`config.mk`:
```
export PLATFORM = sky130hd
export DESIGN_NAME = pkt_stat_counter
export DESIGN_NICKNAME = d
export VERILOG_FILES = /design/src/rtl/pkt_stat_counter.sv
export SDC_FILE = /design/constraint.sdc
export NUM_CORES = 1
export LEC_CHECK = 0
export ABC_AREA = 1
export BUFFER_PORTS_ARGS = -buffer_cell sky130_fd_sc_hd__buf_2
export CORE_ASPECT_RATIO = 1.1
export CORE_MARGIN = 3
export CORE_UTILIZATION = 50
export CTS_CLUSTER_SIZE = 8
export DETAILED_ROUTE_END_ITERATION = 10
export HOLD_SLACK_MARGIN = 0.06
export PLACE_DENSITY = 0.8
export RECOVER_POWER = 100
export SYNTH_ARGS = -nofsm -noshare
export SYNTH_HDL_FRONTEND = slang
export SYNTH_SLANG_ARGS = --single-unit
```
`constraint.sdc`:
```
create_clock -name clk -period 3.5 [get_ports clk]
set_clock_uncertainty 0.2 [all_clocks]
set_input_delay 0.7 -clock clk [delete_from_list [all_inputs] [get_ports clk]]
set_output_delay 0.7 -clock clk [all_outputs]
set_load 0.05 [all_outputs]
```
`src/rtl/pkt_stat_counter.sv`:
```
// Per-port sop-edge packet counters with saturating total, sticky sat flags, clear and coherent snapshot readout.
// Optional per-port beat counters (vld_in) are built only when PKT_STAT_BEAT_EN is defined.
module pkt_stat_counter #(
    parameter int PORT_NUB  = 4,
    parameter int CNT_WIDTH = 16,
    parameter int EDGE_MODE = 0
) (
    input  logic                                  clk,
    input  logic                                  rst,
    input  logic [PORT_NUB-1:0]                   sop_in,
    input  logic [PORT_NUB-1:0]                   vld_in,
    input  logic                                  clear,
    input  logic                                  snap,
    input  logic [$clog2(PORT_NUB)-1:0]           rd_sel,
    output logic [CNT_WIDTH-1:0]                  rd_cnt,
    output logic [CNT_WIDTH-1:0]                  rd_beat,
    output logic [CNT_WIDTH+$clog2(PORT_NUB)-1:0] total_cnt,
    output logic [PORT_NUB-1:0]                   sat_flag,
    output logic                                  snap_vld
);
    localparam int SEL_W = $clog2(PORT_NUB);
    localparam int SUM_W = $clog2(PORT_NUB + 1);
    localparam int TOT_W = CNT_WIDTH + SEL_W;
    localparam logic [CNT_WIDTH-1:0] CNT_MAX = '1;

    logic [PORT_NUB-1:0]  r_s0;
    logic [PORT_NUB-1:0]  r_s1;
    logic [PORT_NUB-1:0]  w_edge;
    logic [CNT_WIDTH-1:0] r_cnt [PORT_NUB];
    logic [CNT_WIDTH-1:0] r_shd [PORT_NUB];
    logic [TOT_W-1:0]     r_total;
    logic [TOT_W:0]       w_tot_add;
    logic [SUM_W-1:0]     w_sum;
    logic [PORT_NUB-1:0]  r_sat;
    logic                 r_snap_vld;
    logic [CNT_WIDTH-1:0] r_rd_cnt;
    logic                 w_sel_ok;

    generate
        if (EDGE_MODE == 1) begin : g_fall
            assign w_edge = ~r_s0 & r_s1;
        end else begin : g_rise
            assign w_edge = r_s0 & ~r_s1;
        end

        // Only a non-power-of-2 port count can address a missing port.
        if (PORT_NUB == (2 ** SEL_W)) begin : g_sel_full
            assign w_sel_ok = 1'b1;
        end else begin : g_sel_part
            assign w_sel_ok = (rd_sel < SEL_W'(PORT_NUB));
        end
    endgenerate

    always_comb begin
        w_sum = '0;
        for (int p = 0; p < PORT_NUB; p++) begin
            w_sum = w_sum + SUM_W'(w_edge[p]);
        end
    end

    assign w_tot_add = {1'b0, r_total} + (TOT_W + 1)'(w_sum);

    always_ff @(posedge clk) begin
        if (rst) begin
            r_s0       <= '0;
            r_s1       <= '0;
            r_total    <= '0;
            r_sat      <= '0;
            r_snap_vld <= 1'b0;
            r_rd_cnt   <= '0;
            for (int p = 0; p < PORT_NUB; p++) begin
                r_cnt[p] <= '0;
                r_shd[p] <= '0;
            end
        end else begin
            r_s0       <= sop_in;
            r_s1       <= r_s0;
            r_snap_vld <= r_snap_vld | snap;
            r_rd_cnt   <= w_sel_ok ? r_shd[rd_sel] : '0;
            // Shadows take the pre-update counts, so snap+clear loses nothing.
            if (snap) begin
                for (int p = 0; p < PORT_NUB; p++) begin
                    r_shd[p] <= r_cnt[p];
                end
            end
            if (clear) begin
                r_total <= '0;
                r_sat   <= '0;
                for (int p = 0; p < PORT_NUB; p++) begin
                    r_cnt[p] <= '0;
                end
            end else begin
                r_total <= w_tot_add[TOT_W] ? '1 : w_tot_add[TOT_W-1:0];
                for (int p = 0; p < PORT_NUB; p++) begin
                    if (w_edge[p] && (r_cnt[p] != CNT_MAX)) begin
                        r_cnt[p] <= r_cnt[p] + 1'b1;
                    end
                    if (w_edge[p] && (r_cnt[p] >= (CNT_MAX - 1'b1))) begin
                        r_sat[p] <= 1'b1;
                    end
                end
            end
        end
    end

    assign rd_cnt    = r_rd_cnt;
    assign total_cnt = r_total;
    assign sat_flag  = r_sat;
    assign snap_vld  = r_snap_vld;

`ifdef PKT_STAT_BEAT_EN
    logic [PORT_NUB-1:0]  r_v0;
    logic [CNT_WIDTH-1:0] r_beat  [PORT_NUB];
    logic [CNT_WIDTH-1:0] r_bshd  [PORT_NUB];
    logic [CNT_WIDTH-1:0] r_rd_beat;

    always_ff @(posedge clk) begin
        if (rst) begin
            r_v0      <= '0;
            r_rd_beat <= '0;
            for (int p = 0; p < PORT_NUB; p++) begin
                r_beat[p] <= '0;
                r_bshd[p] <= '0;
            end
        end else begin
            r_v0      <= vld_in;
            r_rd_beat <= w_sel_ok ? r_bshd[rd_sel] : '0;
            if (snap) begin
                for (int p = 0; p < PORT_NUB; p++) begin
                    r_bshd[p] <= r_beat[p];
                end
            end
            for (int p = 0; p < PORT_NUB; p++) begin
                if (clear) begin
                    r_beat[p] <= '0;
                end else if (r_v0[p] && (r_beat[p] != CNT_MAX)) begin
                    r_beat[p] <= r_beat[p] + 1'b1;
                end
            end
        end
    end

    assign rd_beat = r_rd_beat;
`else
    logic w_unused_vld;
    assign w_unused_vld = ^vld_in;
    assign rd_beat      = '0;
`endif

endmodule

```
==> run_results.csv <==
group,metric,value,unit
outcome,status,"complete, no violations",
final_layout,syn2layout_area_growth,10.1,%
sta,finalSetupTns,0,ns
worst_setup_path,cp.required,3.63,ns
drt,first_pass_iters,5,
clock_tree,cts_setup_buffers,0,
worst_setup_path,ff2ff_setup_slack,0.35,ns
sta,rsz0062_at_grt,"no",
logic_synthesis,synthCells,989,
clock_tree,clockBufferDepth,2,
drt,routed_wl,17500,um
placed_design,dp_cells,1221,
floorplanning,row_count,49,
global_routing,grt_use_total,19.9,%
worst_hold_path,min_from,"r_s0[3]",
drt,drt_iter0_markers,621,
logic_synthesis,synthesis.area,0.00841,mm2
worst_hold_path,whs_path_depth,2,
clock_tree,cts_tree,"built",
floorplanning,floorplan.initialDensity,51.2,%
clock_tree,cts_sinks,175,
sta,hold_violations,0,
final_layout,num_antenna_cells,0,
clock_tree,hold_buffers,0,
final_layout,drive_above_1_share,5.15,%
logic_synthesis,synth.distinct_cells,37,
placed_design,gp_congestion,0.890,
drt,avgViaCountPerCell,5.18,
worst_setup_path,crit_type,"reg -> reg",
worst_hold_path,min_path_type,"reg -> reg",
logic_synthesis,avgSynthCellArea,8.51,um2
sta,clock.fmax,317,MHz
worst_setup_path,reg2reg_depth,15,
drt,wl_per_cell,14.0,um
global_routing,grt_pass1_vias,5983,
worst_setup_path,timing.rr.end,"total_cnt[16]",
global_routing,grt_antenna_before_repair,0,
global_routing,grt_overflow,0,
worst_hold_path,hold_end,"r_s1[3]",
logic_synthesis,synth_edf_count,112,
floorplanning,die_area,0.0184,mm2
logic_synthesis,ys.flop_type,"edfxtp_1",
floorplanning,ios,69,
run,drv_cap,0,
logic_synthesis,yosys_warnings,0,
placed_design,portBuffers,48,
worst_setup_path,path_cells,"inv_1, or2_2, xor2_1, inv_1, ha_1, inv_1, fa_1, fa_1, nor2_1, and2_0, nand3_1, nand2_1, nand3_1, nand2_1, inv_1",
worst_setup_path,crit_arrival,3.28,ns
final_layout,postLayoutCoreUtil,56.4,%
worst_setup_path,cp_common_cell,"inv_1",
floorplanning,die_x,130,um
final_layout,final-instance-count-excl-fill,1253,
clock_tree,htree_levels,4,
worst_setup_path,r2r_start,"r_s0[0]",
pwr,ir_worst_vdd,0.000386,V
global_routing,grt_max_degree,50,
drt,routed-via-count,6489,
final_layout,finalNetCount,1062,
worst_setup_path,critPathMaxStageDelay,0.46,ns
drt,drc_errors,0,
sta,fin_crit,3.15,ns
clock_tree,cts_buffers,17,
worst_setup_path,critPathBufInv,4,
placed_design,dp_hpwl,12200,um
worst_setup_path,cp_slowest_cell,"fa_1",
logic_synthesis,async_flop_share,0,%
sta,relSlewSlack,22.4,%
sta,tightest_slew,1.16,ns
worst_setup_path,crit_path_start_kind,"flip-flop",
clock_tree,clkTransAtPathRegs,0.06,ns
sta,post-route-period-util,90.1,%
logic_synthesis,yosysSeqAreaShare,55.0,%
clock_tree,clkLatencyLatePin,0.43,ns
pwr,p_leak,3.52,nW
logic_synthesis,synth_seq_cells,175,
pwr,p_per_area,490,mW/mm2
clock_tree,cts_root_buffer,"clkbuf_16",
clock_tree,cts-resized-gates,0,
worst_setup_path,end_kind,"flip-flop",
global_routing,grt_pass1_wl,28900,um
worst_setup_path,cp_max_fo,4,
floorplanning,fp.dieH,142,um
sta,final_max_slew_viol_count,0,
floorplanning,core,0.0164,mm2
sta,setup_viol,0,
drt,ant_nets,0,
worst_setup_path,crit_family,"adder cells",
sta,whs,0.229,ns
==> worst max path at each step <==
stage | slack [ns] | startpoint | cells after the start | to
after detailed placement | 0.40 | r_s0[0] | 15 | total_cnt[16]
final | 0.35 | r_s0[0] | 15 | total_cnt[16]
after global placement | 0.47 | r_s0[0] | 15 | total_cnt[16]
after global routing | 0.09 | r_s0[0] | 15 | total_cnt[16]
after floorplan | 0.49 | total_cnt[0] | 13 | total_cnt[16]
after CTS | 0.40 | r_s0[0] | 15 | total_cnt[16]
==> worst register-to-register path: stages, from the launching register on <==
cell and delay, ns:
dfxtp_1 0.30, inv_1 0.04, or2_2 0.29, xor2_1 0.15
inv_1 0.06, ha_1 0.26, inv_1 0.05, fa_1 0.46
fa_1 0.45, nor2_1 0.21, and2_0 0.24, nand3_1 0.09
nand2_1 0.07, nand3_1 0.07, nand2_1 0.07, inv_1 0.03
==> flip-flops by register name, indices dropped and copies added, names as in the netlist <==
register / flops
sat_flag: 4
snap_vld: 1
rd_cnt: 16
r_cnt: 64
total_cnt: 18
r_s1: 4
r_shd: 64
r_s0: 4
==> metrics by stage <==
step	worst slack, ns	cell area, um2	power, mW
after floorplan	0.489	8470	2.66
after global placement	0.467	8810	2.73
after detailed placement	0.401	8810	2.74
after CTS	0.396	9400	4.57
after global routing	0.0929	9270	4.70
final	0.348	9270	4.54
==> where the power goes <==
part | leakage (nW) | switching, mW | internal (mW)
sequential | 1.76 | 0.0508 | 2.29
combinational | 1.48 | 0.276 | 0.0780
clock | 0.286 | 0.770 | 1.08
==> cell type report <==
cell class	count	area (um2)
sequential	175	4620
clock inverter	8	80.1
tap	204	255
inverter	128	480
clock buffer	24	503
fill	1467	7170
multi-input combinational	654	3040
timing repair buffer	60	283
==> cells in the final DEF (no fill, tap or decap), drive strengths merged <==
cell type,n
clkinv,5
ha,10
o2111ai,1
conb,16
nor3b,3
bufinv,1
a21oi,61
nand3,43
edfxtp,112
nand4,17
or2,5
nor2,244
o21a,1
nor3,27
xnor2,2
o21ai,49
clkinvlp,1
a31oi,5
dfxtp,63
nand2,142
xor2,22
inv,129
and2,1
nand3b,2
buf,12
and3,1
fa,2
clkbuf,72
==> cell usage after synthesis, types with 2 or more instances <==
cell	instances	area, um2
a21oi_1	61	305
buf_4	20	150
o21ai_0	46	230
nor3b_1	3	22.5
nor3_1	27	135
nor2_1	239	897
edfxtp_1	112	3360
clkbuf_1	13	48.8
xor2_1	22	193
a31oi_1	5	31.3
ha_1	10	125
fa_1	2	40.0
nand2_1	138	518
nand2_2	3	18.8
dfxtp_1	63	1260
buf_2	5	25.0
nand3b_1	2	15.0
nand3_1	42	210
or2_2	5	31.3
nor2_2	2	12.5
buf_1	6	22.5
buf_6	3	33.8
xnor2_1	2	17.5
inv_1	127	477
nand4_1	17	106
nor2_4	3	33.8
==> per-layer routing <==
metal	vias to the layer above	global-route usage, %	part of all wire [%]
met2	216	30.6	46
li1	3255	-	-
met1	2988	27.6	45
met5	-	0	0
met4	0	7.99	2.5
met3	30	4.05	5.9
==> logic make-up (layout without fill, tap and decap cells) <==
family / Yosys count / count (layout) / synth area share, %
other: 1 / 16 / 0.0446
adder cells (fa/ha/maj): 12 / 12 / 1.96
buffers and inverters: 175 / 220 / 9.04
AND/OR/NAND/NOR: 485 / 485 / 24.2
XOR/XNOR: 24 / 24 / 2.50
AO/OA/AOI/OAI: 117 / 117 / 7.29
flip-flops: 175 / 175 / 55.0
(Power assumes the default switching activity.)
